===== src/rtl/vga_timing_pkg.sv =====
// Shared constants and helpers for the VGA raster timing generator.
// Defaults describe 640x480@60 with a 25.175 MHz-class pixel clock.
package vga_timing_pkg;

  // Horizontal geometry, in pixels
  localparam int DEF_H_ACTIVE = 640;
  localparam int DEF_H_FP     = 16;
  localparam int DEF_H_SYNC   = 96;
  localparam int DEF_H_BP     = 48;

  // Vertical geometry, in lines
  localparam int DEF_V_ACTIVE = 480;
  localparam int DEF_V_FP     = 10;
  localparam int DEF_V_SYNC   = 2;
  localparam int DEF_V_BP     = 33;

  localparam int DEF_CNT_W    = 10;

  // Sync polarity selectors (value = active level of the pulse)
  localparam int SYNC_ACTIVE_LOW  = 0;
  localparam int SYNC_ACTIVE_HIGH = 1;

  // Single-bit registered outputs, kept together so reset/hold is one assignment
  typedef struct packed {
    logic pix_ce;
    logic hsync;
    logic vsync;
    logic video_on;
    logic line_start;
    logic frame_start;
  } vga_flags_t;

  // Bits needed to hold 0..n-1; never less than 1 so a divide-by-1 still has a register
  function automatic int clog2_w(input int n);
    int w;
    w = 1;
    while ((1 << w) < n) w++;
    return w;
  endfunction

endpackage


===== src/rtl/vga_axis_counter.sv =====
// One raster axis: wrapping position counter plus active/sync window decode.
// Used once for the horizontal (pixel) axis and once for the vertical (line) axis.
module vga_axis_counter
  import vga_timing_pkg::*;
#(
  parameter int ACTIVE = DEF_H_ACTIVE,
  parameter int FP     = DEF_H_FP,
  parameter int SYNC   = DEF_H_SYNC,
  parameter int BP     = DEF_H_BP,
  parameter int CNT_W  = DEF_CNT_W
) (
  input  logic             clk,
  input  logic             clr,
  input  logic             adv,
  output logic [CNT_W-1:0] cnt,
  output logic             wrap,
  output logic             in_sync,
  output logic             in_active
);

  localparam int TOTAL = ACTIVE + FP + SYNC + BP;

  localparam logic [CNT_W-1:0] LAST = CNT_W'(TOTAL - 1);

  // Window bounds one bit wider so an edge equal to 2**CNT_W still compares correctly
  localparam logic [CNT_W:0] ACT_END  = (CNT_W+1)'(ACTIVE);
  localparam logic [CNT_W:0] SYNC_LO  = (CNT_W+1)'(ACTIVE + FP);
  localparam logic [CNT_W:0] SYNC_HI  = (CNT_W+1)'(ACTIVE + FP + SYNC);

  logic [CNT_W:0] cnt_x;

  assign cnt_x     = {1'b0, cnt};
  assign wrap      = (cnt == LAST);
  assign in_active = (cnt_x < ACT_END);
  assign in_sync   = (cnt_x >= SYNC_LO) && (cnt_x < SYNC_HI);

  // Position: step on adv, return to 0 after the last position of the axis
  always_ff @(posedge clk or posedge clr) begin
    if (clr)      cnt <= '0;
    else if (adv) cnt <= wrap ? '0 : cnt + 1'b1;
  end

endmodule


===== src/rtl/vga_timing_gen.sv =====
// Parametrised VGA raster timing generator.
// Produces registered sync, blanking, pixel coordinates and line/frame strobes,
// all updated on a pixel tick derived from clk by an integer divider.
// Optional feature: define VGA_TIMING_FRAME_CNT_EN to add a 16-bit frame counter
// output (frame_cnt) that counts frame_start pulses since reset.
module vga_timing_gen
  import vga_timing_pkg::*;
#(
  parameter int H_ACTIVE = DEF_H_ACTIVE,
  parameter int H_FP     = DEF_H_FP,
  parameter int H_SYNC   = DEF_H_SYNC,
  parameter int H_BP     = DEF_H_BP,
  parameter int V_ACTIVE = DEF_V_ACTIVE,
  parameter int V_FP     = DEF_V_FP,
  parameter int V_SYNC   = DEF_V_SYNC,
  parameter int V_BP     = DEF_V_BP,
  parameter int SYNC_POL = SYNC_ACTIVE_LOW,
  parameter int CLK_DIV  = 1,
  parameter int CNT_W    = DEF_CNT_W
) (
  input  logic             clk,
  input  logic             clr,
  input  logic             en,
  output logic             pix_ce,
  output logic             hsync,
  output logic             vsync,
  output logic             video_on,
  output logic [CNT_W-1:0] pixel_x,
  output logic [CNT_W-1:0] pixel_y,
  output logic             line_start,
  output logic             frame_start
`ifdef VGA_TIMING_FRAME_CNT_EN
  ,
  output logic [15:0]      frame_cnt
`endif
);

  localparam int H_TOTAL = H_ACTIVE + H_FP + H_SYNC + H_BP;
  localparam int V_TOTAL = V_ACTIVE + V_FP + V_SYNC + V_BP;
  localparam int DIV_W   = clog2_w(CLK_DIV);

  localparam logic SYNC_ON   = (SYNC_POL != 0);
  localparam logic SYNC_IDLE = ~SYNC_ON;

  localparam vga_flags_t FLAGS_RST = '{
    pix_ce:      1'b0,
    hsync:       SYNC_IDLE,
    vsync:       SYNC_IDLE,
    video_on:    1'b0,
    line_start:  1'b0,
    frame_start: 1'b0
  };

  // Reject geometries the counters cannot represent
  if (H_TOTAL > (64'd1 << CNT_W)) begin : g_bad_h
    $error("vga_timing_gen: H_TOTAL exceeds 2**CNT_W");
  end
  if (V_TOTAL > (64'd1 << CNT_W)) begin : g_bad_v
    $error("vga_timing_gen: V_TOTAL exceeds 2**CNT_W");
  end
  if (CLK_DIV < 1) begin : g_bad_div
    $error("vga_timing_gen: CLK_DIV must be >= 1");
  end

  localparam logic [DIV_W-1:0] DIV_LAST = DIV_W'(CLK_DIV - 1);

  logic [DIV_W-1:0] div;
  logic             tick;

  logic [CNT_W-1:0] hc, vc;
  logic             h_wrap, v_wrap;
  logic             h_sync, v_sync;
  logic             h_act, v_act;
  logic             v_adv;

  // line_q / origin_q: the position about to be presented is column 0 / the
  // frame origin. Derived from the wrap of the previous tick so no wide
  // compare against zero is needed.
  logic             line_q, origin_q;

  vga_flags_t       flags_q;
  logic [CNT_W-1:0] px_q, py_q;

  assign tick  = en && (div == DIV_LAST);
  assign v_adv = tick && h_wrap;

  // Pixel-clock divider: free-runs while enabled, restarts after each tick
  always_ff @(posedge clk or posedge clr) begin
    if (clr)     div <= '0;
    else if (en) div <= tick ? '0 : div + 1'b1;
  end

  vga_axis_counter #(
    .ACTIVE (H_ACTIVE),
    .FP     (H_FP),
    .SYNC   (H_SYNC),
    .BP     (H_BP),
    .CNT_W  (CNT_W)
  ) u_h_axis (
    .clk       (clk),
    .clr       (clr),
    .adv       (tick),
    .cnt       (hc),
    .wrap      (h_wrap),
    .in_sync   (h_sync),
    .in_active (h_act)
  );

  vga_axis_counter #(
    .ACTIVE (V_ACTIVE),
    .FP     (V_FP),
    .SYNC   (V_SYNC),
    .BP     (V_BP),
    .CNT_W  (CNT_W)
  ) u_v_axis (
    .clk       (clk),
    .clr       (clr),
    .adv       (v_adv),
    .cnt       (vc),
    .wrap      (v_wrap),
    .in_sync   (v_sync),
    .in_active (v_act)
  );

  // Track whether the next presented position starts a line / a frame
  always_ff @(posedge clk or posedge clr) begin
    if (clr) begin
      line_q   <= 1'b1;
      origin_q <= 1'b1;
    end else if (tick) begin
      line_q   <= h_wrap;
      origin_q <= h_wrap && v_wrap;
    end
  end

  // Output register: capture decode of (hc,vc) on tick; strobes last one clk
  always_ff @(posedge clk or posedge clr) begin
    if (clr) begin
      flags_q <= FLAGS_RST;
      px_q    <= '0;
      py_q    <= '0;
    end else if (tick) begin
      flags_q.pix_ce      <= 1'b1;
      flags_q.hsync       <= h_sync ? SYNC_ON : SYNC_IDLE;
      flags_q.vsync       <= v_sync ? SYNC_ON : SYNC_IDLE;
      flags_q.video_on    <= h_act && v_act;
      flags_q.line_start  <= line_q;
      flags_q.frame_start <= origin_q;
      px_q                <= hc;
      py_q                <= vc;
    end else begin
      flags_q.pix_ce      <= 1'b0;
      flags_q.line_start  <= 1'b0;
      flags_q.frame_start <= 1'b0;
    end
  end

  assign pix_ce      = flags_q.pix_ce;
  assign hsync       = flags_q.hsync;
  assign vsync       = flags_q.vsync;
  assign video_on    = flags_q.video_on;
  assign line_start  = flags_q.line_start;
  assign frame_start = flags_q.frame_start;
  assign pixel_x     = px_q;
  assign pixel_y     = py_q;

`ifdef VGA_TIMING_FRAME_CNT_EN
  // Frames presented since reset; bumps on the same edge that raises frame_start
  always_ff @(posedge clk or posedge clr) begin
    if (clr)                   frame_cnt <= '0;
    else if (tick && origin_q) frame_cnt <= frame_cnt + 16'd1;
  end
`endif

endmodule


===== config.mk =====
export PLATFORM = sky130hd
export DESIGN_NAME = vga_timing_gen
export DESIGN_NICKNAME = d
export VERILOG_FILES = /design/src/rtl/vga_timing_pkg.sv /design/src/rtl/vga_axis_counter.sv /design/src/rtl/vga_timing_gen.sv
export SDC_FILE = /design/constraint.sdc
export NUM_CORES = 1
export LEC_CHECK = 0
export ABC_CLOCK_PERIOD_IN_PS = 2100
export CAP_MARGIN = 20
export CORE_UTILIZATION = 45
export DETAILED_ROUTE_END_ITERATION = 7
export PLACE_DENSITY_LB_ADDON = 0.2
export SLEW_MARGIN = 15
export SYNTH_ARGS = -nofsm -noshare
export SYNTH_HDL_FRONTEND = slang
export SYNTH_SLANG_ARGS = --single-unit
export TNS_END_PERCENT = 30

===== constraint.sdc =====
create_clock -name clk -period 2.1 [get_ports clk]
set_clock_uncertainty 0.1 [all_clocks]
set_input_delay 0.21 -clock clk [delete_from_list [all_inputs] [get_ports clk]]
set_output_delay 0.21 -clock clk [all_outputs]
set_load 0.005 [all_outputs]

==> results_dict.tcl <==
set metrics [dict create \
    layout_setup_ws_ps 143 \
    cts_buffers 5 \
    grt_first_pass_wirelength_mm 7.46 \
    hold_buffers 0 \
    post_cts_buffers 0 \
    finalCritPeriodShare_pct 93.2 \
    dr.pass1.iters 4 \
    drive_gt1_share_pct 12.5 \
    instances_no_fill 311 \
    ant_nets 0 \
    clock-sinks 49 \
    utilization_pct 57.4 \
    slew_headroom_pct 77.2 \
    post_cts_resized 0 \
    dp.cells 303 \
    async_flop_share_pct 100 \
    globalplace.congestion 0.819 \
    start_util_pct 46.7 \
    synth_edf_count 0 \
    p_per_area_nw_per_um2 789 \
    final_nets 263 \
    drt_iter0_drc 149 \
    power_mw 2.13 \
    drt_wl_total_mm 4.39 \
    synth.ff_latch_count 49 \
    gr-total-overflow 0 \
    rows 25 \
    num_vias 1656 \
    grt_start_max_net_pins 50 \
    cts_tree "built" \
    drv_slew 0 \
    critPathCaptureType "flop" \
    netlist_instances 223 \
    synth_warnings 0 \
    synth_flop_cell "dfrtp_1" \
    fmax_mhz 511 \
    hold_class "in2async" \
    ir_drop_mv 0.308 \
    pre_cts_slack_ps 174 \
    n_antenna_cell 0 \
    wl_per_cell_um 14.1 \
    synth_cell_types 41 \
    htree_levels 2 \
    critPathKind "reg2reg" \
    gr-usage-all-layers_pct 18.9 \
    clk_latency_ps 300 \
    static-leakage-power_nw 1.28 \
    antenna_found_initial 0 \
    rsz0062_at_grt "false" \
    io_pins 29 \
    clk_pin_slew_worst_paths_ps 90 \
    wl_met3_um 140 \
    cts_buffer_depth 2 \
    core_area_um2 4690 \
    yosysSeqAreaShare_pct 56.1 \
    hpwl_mm 3.02 \
    die_area_um2 5160 \
    die_w_um 71.8 \
    status "completed" \
    clock-root-buffer "clkbuf_8" \
    syn-num-nets 230 \
    arrival_ps 2050 \
    path_max_fanout 7 \
    finalSetupViolations 0 \
    syn2layout_area_growth_pct 22.8 \
    cap_viol_max_count 0 \
    met1_length_mm 2.02 \
    tns_ps 0 \
    syn-cell-area_um2 2190 \
    highest_layer "met4" \
    io_buffers 28 \
    viasPerCell 5.32 \
    cp.required_ps 2190 \
    hold_viol 0 \
    avgSynthCellArea_um2 9.84 \
    wl_met2_mm 2.16 \
    drc 0 \
    min_period_ps 1960 \
    tightest_slew_ps 338 \
    grt_pass1_vias 1585 \
    die_y_um 71.8 \
    start_kind "flop" \
]
-- report_power, final --
part           switching [mW]  internal, mW  total [mW]
combinational           0.149         0.162       0.311
clock                   0.310         0.389       0.699
sequential             0.0815          1.03        1.12
-- logic make-up (layout without fill, tap and decap cells) --
kind of cell | count (synthesis) | in the layout | synth area share (%)
simple gates | 113 | 113 | 25.7
fa+ha+maj | 4 | 4 | 2.28
buf+inv | 19 | 53 | 4.11
flops | 49 | 49 | 56.1
compound gates | 29 | 29 | 8.16
xor+xnor | 9 | 9 | 3.59
-- per-layer routing --
layer	GRT usage, %	vias to the layer above
met5	0	-
met4	6.10	0
met3	4.78	8
met2	32.0	38
met1	23.8	807
li1	-	803
-- cell type report --
type | count | area (um2)
fillers | 431 | 2000
flip-flops and latches | 49 | 1230
multi-input cells | 155 | 872
repair buffers | 38 | 380
clock buffers | 7 | 86.3
well taps | 54 | 67.6
clock inverters | 1 | 30.0
inverters | 7 | 26.3
-- final timing paths --
kind / cells after the start / to / start / slack [ps]
worst max-delay path: 6 / u_v_axis.cnt[9] / u_v_axis.cnt[1] / 140
worst min-delay path: 3 / pixel_x[4] / clr / 150
worst max register to register: 6 / u_v_axis.cnt[9] / u_v_axis.cnt[1] / 140
worst min register to register: 2 / line_q / line_q / 370
max in group asynchronous: 3 / origin_q / clr / 1450
min in group clk: 2 / line_q / line_q / 370
-- through the flow --
| step | hold slack [ps] | area [um2] |
|---|---|---|
| floorplan | 176 | 2190 |
| global placement | 353 | 2580 |
| detailed placement | 363 | 2580 |
| CTS | 170 | 2690 |
| global route | 188 | 2690 |
| finish | 154 | 2690 |
-- flip-flops by register name (all words and copies together) (netlist names) --
signal	flops
div	1
frame_start	1
hsync	1
line_q	1
line_start	1
origin_q	1
pix_ce	1
pixel_x	10
pixel_y	10
u_h_axis.cnt	10
u_v_axis.cnt	10
video_on	1
vsync	1
-- cell usage after synthesis (2+ instances only) --
| cell | instances | area [um2] |
|---|---|---|
| buf_6 | 2 | 22.5 |
| inv_1 | 7 | 26.3 |
| dfrtp_1 | 45 | 1130 |
| o21ai_0 | 14 | 70.1 |
| xnor2_1 | 4 | 35.0 |
| dfstp_2 | 4 | 105 |
| nand3_1 | 5 | 25.0 |
| clkbuf_1 | 7 | 26.3 |
| ha_1 | 4 | 50.1 |
| nand2_1 | 65 | 244 |
| buf_2 | 3 | 15.0 |
| nor2b_1 | 3 | 18.8 |
| a21oi_1 | 2 | 10.0 |
| and3_1 | 4 | 25.0 |
| nand4_1 | 5 | 31.3 |
| nor2_1 | 7 | 26.3 |
| xor2_1 | 5 | 43.8 |
| nor3_1 | 4 | 20.0 |
| and3_2 | 2 | 15.0 |
| a22o_1 | 4 | 35.0 |
| and2_1 | 5 | 31.3 |
| o21ai_1 | 3 | 15.0 |
-- layout by cell type, fill, tap and decap left out, types with 2 or more instances in the layout --
master	n
clkdlybuf4s50_1	28
clkbuf_8	6
buf_4	8
buf_12	2
a22o_1	4
ha_1	4
nor3_1	4
nor2_1	7
nand2_1	65
xor2_1	5
o21ai_0	14
dfstp_2	4
o21ai_1	3
nand4_1	5
xnor2_1	4
nor2b_1	3
a21oi_1	2
nand3_1	5
and3_2	2
inv_1	6
and3_1	4
and2_1	5
dfrtp_1	45
-- worst max-delay path: stages, from the launching register on --
cell	delay [ps]
dfrtp_1	430
inv_1	90
ha_1	140
nor4bb_1	350
and3_1	390
o21ai_1	110
a22o_1	240
Note: power is estimated with default switching activity, not from simulation.
